[src/rtl/pipe_stall_ctrl.sv]
// Decode-side stall/bubble/flush/freeze sequencer for the 5-stage WISC-SP13 pipeline.
// Optional performance counters are compiled in with `define STALL_PERF_CNT_EN.
module pipe_stall_ctrl #(
  parameter int REG_W = 3,
  parameter int CNT_W = 16
) (
  input  logic             clk,
  input  logic             rst,
  input  logic [REG_W-1:0] RegisterRs_fd,
  input  logic [REG_W-1:0] RegisterRt_fd,
  input  logic             uses_rs_fd,
  input  logic             uses_rt_fd,
  input  logic             is_branch_fd,
  input  logic             branch_taken,
  input  logic             halt_fd,
  input  logic [REG_W-1:0] RegisterRd_dx,
  input  logic             RegWrite_dx,
  input  logic             MemRead_dx,
  input  logic [REG_W-1:0] RegisterRd_xm,
  input  logic             RegWrite_xm,
  input  logic             MemRead_xm,
  input  logic             imem_stall,
  input  logic             dmem_stall,
  output logic             pc_we,
  output logic             fd_we,
  output logic             dx_bubble,
  output logic             fd_flush,
  output logic             freeze,
  output logic [1:0]       stall_cnt,
  output logic [1:0]       fsm_state,
  output logic [CNT_W-1:0] perf_hz_cycles,
  output logic [CNT_W-1:0] perf_mem_cycles
);

  // Handshake: none; all outputs are single-cycle combinational enables that
  // the pipeline registers sample on the next rising clock edge.

  typedef enum logic [1:0] {
    RUN      = 2'd0,
    HZ_STALL = 2'd1,
    MEM_WAIT = 2'd2,
    HALTED   = 2'd3
  } state_t;

  state_t     state;
  state_t     stateNext;
  state_t     retState;
  state_t     retStateNext;
  state_t     effState;
  logic [1:0] stallCnt;
  logic [1:0] stallCntNext;
  logic [1:0] needStalls;
  logic       matchDx;
  logic       matchXm;
  logic       loadDx;
  logic       loadXm;
  logic       memStall;

  function automatic logic regMatch(
    input logic [REG_W-1:0] rd,
    input logic [REG_W-1:0] rs,
    input logic             usesRs,
    input logic [REG_W-1:0] rt,
    input logic             usesRt
  );
    return (rd != '0) && ((usesRs && (rd == rs)) || (usesRt && (rd == rt)));
  endfunction

  assign matchDx  = regMatch(RegisterRd_dx, RegisterRs_fd, uses_rs_fd, RegisterRt_fd, uses_rt_fd);
  assign matchXm  = regMatch(RegisterRd_xm, RegisterRs_fd, uses_rs_fd, RegisterRt_fd, uses_rt_fd);
  assign loadDx   = MemRead_dx & RegWrite_dx & matchDx;
  assign loadXm   = MemRead_xm & RegWrite_xm & matchXm;
  assign memStall = imem_stall | dmem_stall;

  // Branches resolve in decode, so they need load data one stage earlier than ALU ops.
  always_comb begin
    needStalls = 2'd0;
    if (loadDx) begin
      needStalls = is_branch_fd ? 2'd2 : 2'd1;
    end else if (is_branch_fd && loadXm) begin
      needStalls = 2'd1;
    end
  end

  // Once memory releases, MEM_WAIT behaves as the saved state for that cycle so no cycle is lost.
  assign effState = (state == MEM_WAIT) ? retState : state;

  always_comb begin
    stateNext    = state;
    retStateNext = retState;
    stallCntNext = stallCnt;
    pc_we        = 1'b0;
    fd_we        = 1'b0;
    dx_bubble    = 1'b0;
    fd_flush     = 1'b0;
    freeze       = 1'b0;
    if (rst) begin
      dx_bubble = 1'b1;
    end else begin
      case (effState)
        HALTED: begin
          dx_bubble = 1'b1;
        end
        RUN, HZ_STALL: begin
          if (memStall) begin
            freeze       = 1'b1;
            stateNext    = MEM_WAIT;
            retStateNext = effState;
          end else if (effState == HZ_STALL) begin
            dx_bubble    = 1'b1;
            stallCntNext = (stallCnt == 2'd0) ? 2'd0 : stallCnt - 2'd1;
            stateNext    = (stallCnt <= 2'd1) ? RUN : HZ_STALL;
          end else if (needStalls != 2'd0) begin
            dx_bubble    = 1'b1;
            stallCntNext = needStalls - 2'd1;
            stateNext    = (needStalls > 2'd1) ? HZ_STALL : RUN;
          end else begin
            pc_we     = 1'b1;
            fd_we     = 1'b1;
            fd_flush  = branch_taken;
            stateNext = halt_fd ? HALTED : RUN;
          end
        end
        default: begin
          stateNext    = RUN;
          retStateNext = RUN;
        end
      endcase
    end
  end

  always_ff @(posedge clk or posedge rst) begin
    if (rst) begin
      state    <= RUN;
      retState <= RUN;
      stallCnt <= 2'd0;
    end else begin
      state    <= stateNext;
      retState <= retStateNext;
      stallCnt <= stallCntNext;
    end
  end

  assign stall_cnt = stallCnt;
  assign fsm_state = state;

`ifdef STALL_PERF_CNT_EN
  logic [CNT_W-1:0] hzCycles;
  logic [CNT_W-1:0] memCycles;

  always_ff @(posedge clk or posedge rst) begin
    if (rst) begin
      hzCycles  <= '0;
      memCycles <= '0;
    end else begin
      if (dx_bubble && (state != HALTED) && (hzCycles != '1)) begin
        hzCycles <= hzCycles + 1'b1;
      end
      if (freeze && (memCycles != '1)) begin
        memCycles <= memCycles + 1'b1;
      end
    end
  end

  assign perf_hz_cycles  = hzCycles;
  assign perf_mem_cycles = memCycles;
`else
  assign perf_hz_cycles  = '0;
  assign perf_mem_cycles = '0;
`endif

endmodule

[config.mk]
export PLATFORM = sky130hd
export DESIGN_NAME = pipe_stall_ctrl
export DESIGN_NICKNAME = d
export VERILOG_FILES = /design/src/rtl/pipe_stall_ctrl.sv
export SDC_FILE = /design/constraint.sdc
export NUM_CORES = 1
export LEC_CHECK = 0
export CAP_MARGIN = 20
export CORE_MARGIN = 2
export CORE_UTILIZATION = 33
export DETAILED_ROUTE_END_ITERATION = 10
export PLACE_DENSITY = 0.79
export SYNTH_ARGS = -nofsm -noshare
export SYNTH_HDL_FRONTEND = slang
export SYNTH_SLANG_ARGS = --single-unit
[constraint.sdc]
create_clock -name clk -period 2.8 [get_ports clk]
set_input_delay 0.56 -clock clk [delete_from_list [all_inputs] [get_ports clk]]
set_output_delay 0.56 -clock clk [all_outputs]
set_load 0.005 [all_outputs]
==> reports/results.ini <==
[power_and_ir_drop]
powerDensity_mw_per_mm2=406
p_switching_mw=0.202
finalPower_mw=0.498
vdd.ir_drop.worst_mv=0.266
pwr-share-clk=0.173
p_int_mw=0.296
switching_share=0.405
power_frac_seq=0.285
p_leak_nw=0.564
combinationalPowerShare=0.542

[min_path]
worstHoldPathType=reg2reg

[synth]
synth_cells=108
synth_cell_types=33
synth_seq_cells=6
synth_edf_count=0
synth_area_per_cell_um2=7.95
async_reset_ff_frac=1.00
ys_seq_area_frac=0.175
ys.flop_type=dfrtp_1
synth_warnings=0
syn_area_um2=858

[worst_setup_path]
cp-start-kind=primary input
critPathMaxFanout=4
cp.arrival_ns=2.20
crit_required_ns=2.24
worstSetupPathType=in2out
slowest_stage=mux2_4
path_cells=clkdlybuf4s15_2, xnor2_1, nand4_1, a211o_1, mux2_4, ha_4, nand2_2, nor2_2, and2_1, buf_2
worst_setup_path_end_kind=output pin
slowest_delay_ns=0.29

[timing]
timing.hold.ws_ns=0.605
fin_skew_ns=0.00208
rsz0062_at_grt=yes
relSlewSlack=0.651
setup_tns_ns=0
worstMarginPinSlew_ns=0.520
setup_viol_count_final=0
fin_ws_ns=0.0353
drv_slew=0
fin_crit_ns=2.76
period_share=0.987
max_clock_freq_mhz=362
finalHoldViolCount=0

[grt]
grt_pass1_wl_um=3020
grt-ovfl-total=0
grt_max_degree=11
antenna_found_initial=0
grt_pass1_vias=724
grt_use_total=0.135

[route]
ant_nets=0
dr.pass1.iters=4
num_vias=867
drc=0
drtIter0Drc=33
wl_per_cell_um=12.6
routed_wirelength_um=2270
avgViaCountPerCell=4.82

[place]
portBuffers=33
dp_hpwl_um=1590
placedCellCount=174
gp_congestion=0.861
post-place-ws_ns=-0.684

[clocking]
path_clk_slew_ns=0.05
cts_sinks=6
clk_latency_ns=0.25
cts.htree.levels=1
clock_path_buffers=2
cts_tree=done
clock-root-buffer=clkbuf_4
cts_buffers=3

[die]
die_w_um=55
core_mm2=0.00248
dieArea_mm2=0.00303
initial_core_util=0.346
ios=66
rows=18
dieHeight_um=55

[final_layout]
antennaDiodeCount=0
nets=178
num-fill-cells=238
area_growth_pct=42.9
drive_above_1_share=0.260
multi_input_area_um2=636
regArea_um2=150
fin_cells=180

[run_status]
status=finished clean

[run]
drv_cap=0

stage by stage:
step | instance area (um^2) | util
detailed placement | 1140 | 0.459
global route | 1230 | 0.495
global placement | 1140 | 0.459
finish | 1230 | 0.495
floorplan | 975 | -
CTS | 1220 | 0.494
layout make-up:
class,count,area share
inverters,2,0.00612
clock buffers,3,0.0184
well taps,30,0.0306
repair buffers,42,0.304
multi-input cells,97,0.518
flip-flops and latches,6,0.122
cells in the mapped netlist, drive strengths merged, types with 2 or more instances:
cell | count | area share
dfrtp | 6 | 0.17
a21o | 2 | 0.017
nor2 | 5 | 0.022
xnor2 | 12 | 0.12
o22a | 2 | 0.020
o22ai | 2 | 0.015
mux2 | 2 | 0.026
a21oi | 5 | 0.029
nand3 | 2 | 0.017
nor3 | 3 | 0.017
o21ai | 4 | 0.023
buf | 33 | 0.29
nand2 | 8 | 0.038
nand4 | 4 | 0.029
inv | 2 | 0.0087
sequential cells by signal, summed over array words and instances (netlist names):
| name | count |
|---|---|
| fsm_state | 2 |
| stall_cnt | 2 |
| retState | 2 |
layer usage:
metal / vias to the layer above / wire [um] / GRT usage
li1: 400 / - / -
met1: 408 / 877 / 0.152
met2: 53 / 1190 / 0.246
met3: 6 / 156 / 0.0215
met4: 0 / 51 / 0.0650
met5: - / 0 / 0
power groups by stage:
stage	clock, mW	combinational (mW)	sequential, mW
floorplan	0	0.177	0.135
global placement	0	0.254	0.140
CTS	0.0867	0.262	0.142
global route	0.0901	0.296	0.145
finish	0.0860	0.270	0.142
detailed placement	0	0.259	0.142
cell usage in the layout (no fill, tap or decap), types with 3 or more instances in the layout:
cell type,instances
a21oi_1,4
clkdlybuf4s50_1,12
xnor2_1,7
xnor2_2,5
nor2_1,4
nand4_1,4
clkdlybuf4s15_2,7
o21ai_0,4
nand2_1,6
nor3_1,3
clkbuf_4,3
conb_1,32
dlygate4sd2_1,7
buf_2,4
buf_4,9
dfrtp_1,6
kinds of logic after synthesis:
logic type / synth area share
DFF: 0.175
xor gates and xnor gates: 0.122
and+or+nand+nor: 0.155
adders and majority gates: 0.0146
muxes: 0.0379
buffers and inverters: 0.302
AOI/OAI and AO/OA: 0.190
other: 0.00437
critical path, delay by kind of cell:
| kind | cells | cell delay, ns |
|---|---|---|
| compound gates | 1 | 0.28 |
| fa+ha+maj | 1 | 0.18 |
| simple gates | 4 | 0.37 |
| xor+xnor | 1 | 0.19 |
| buf+inv | 2 | 0.33 |
| mux | 1 | 0.29 |
timing repair:
action | CTS | global route
hold buffers | 0 | 0
setup endpoints to repair | 4 | 4
setup buffers | 3 | 0
pin swaps | 17 | 9
gates resized for setup | 54 | 10
final timing paths:
check / from / end / slack (ns) / depth (start not counted)
worst max-delay path: RegisterRt_fd[2] / fd_flush / 0.04 / 10
max in group asynchronous: rst / stall_cnt[0] / 1.90 / 3
worst min-delay path: retState[0] / retState[0] / 0.61 / 1
min in group asynchronous: rst / fsm_state[0] / 0.77 / 3
worst min register to register: retState[0] / retState[0] / 0.61 / 1
worst max register to register: fsm_state[0] / stall_cnt[0] / 1.10 / 6
(Power assumes the default switching activity.)
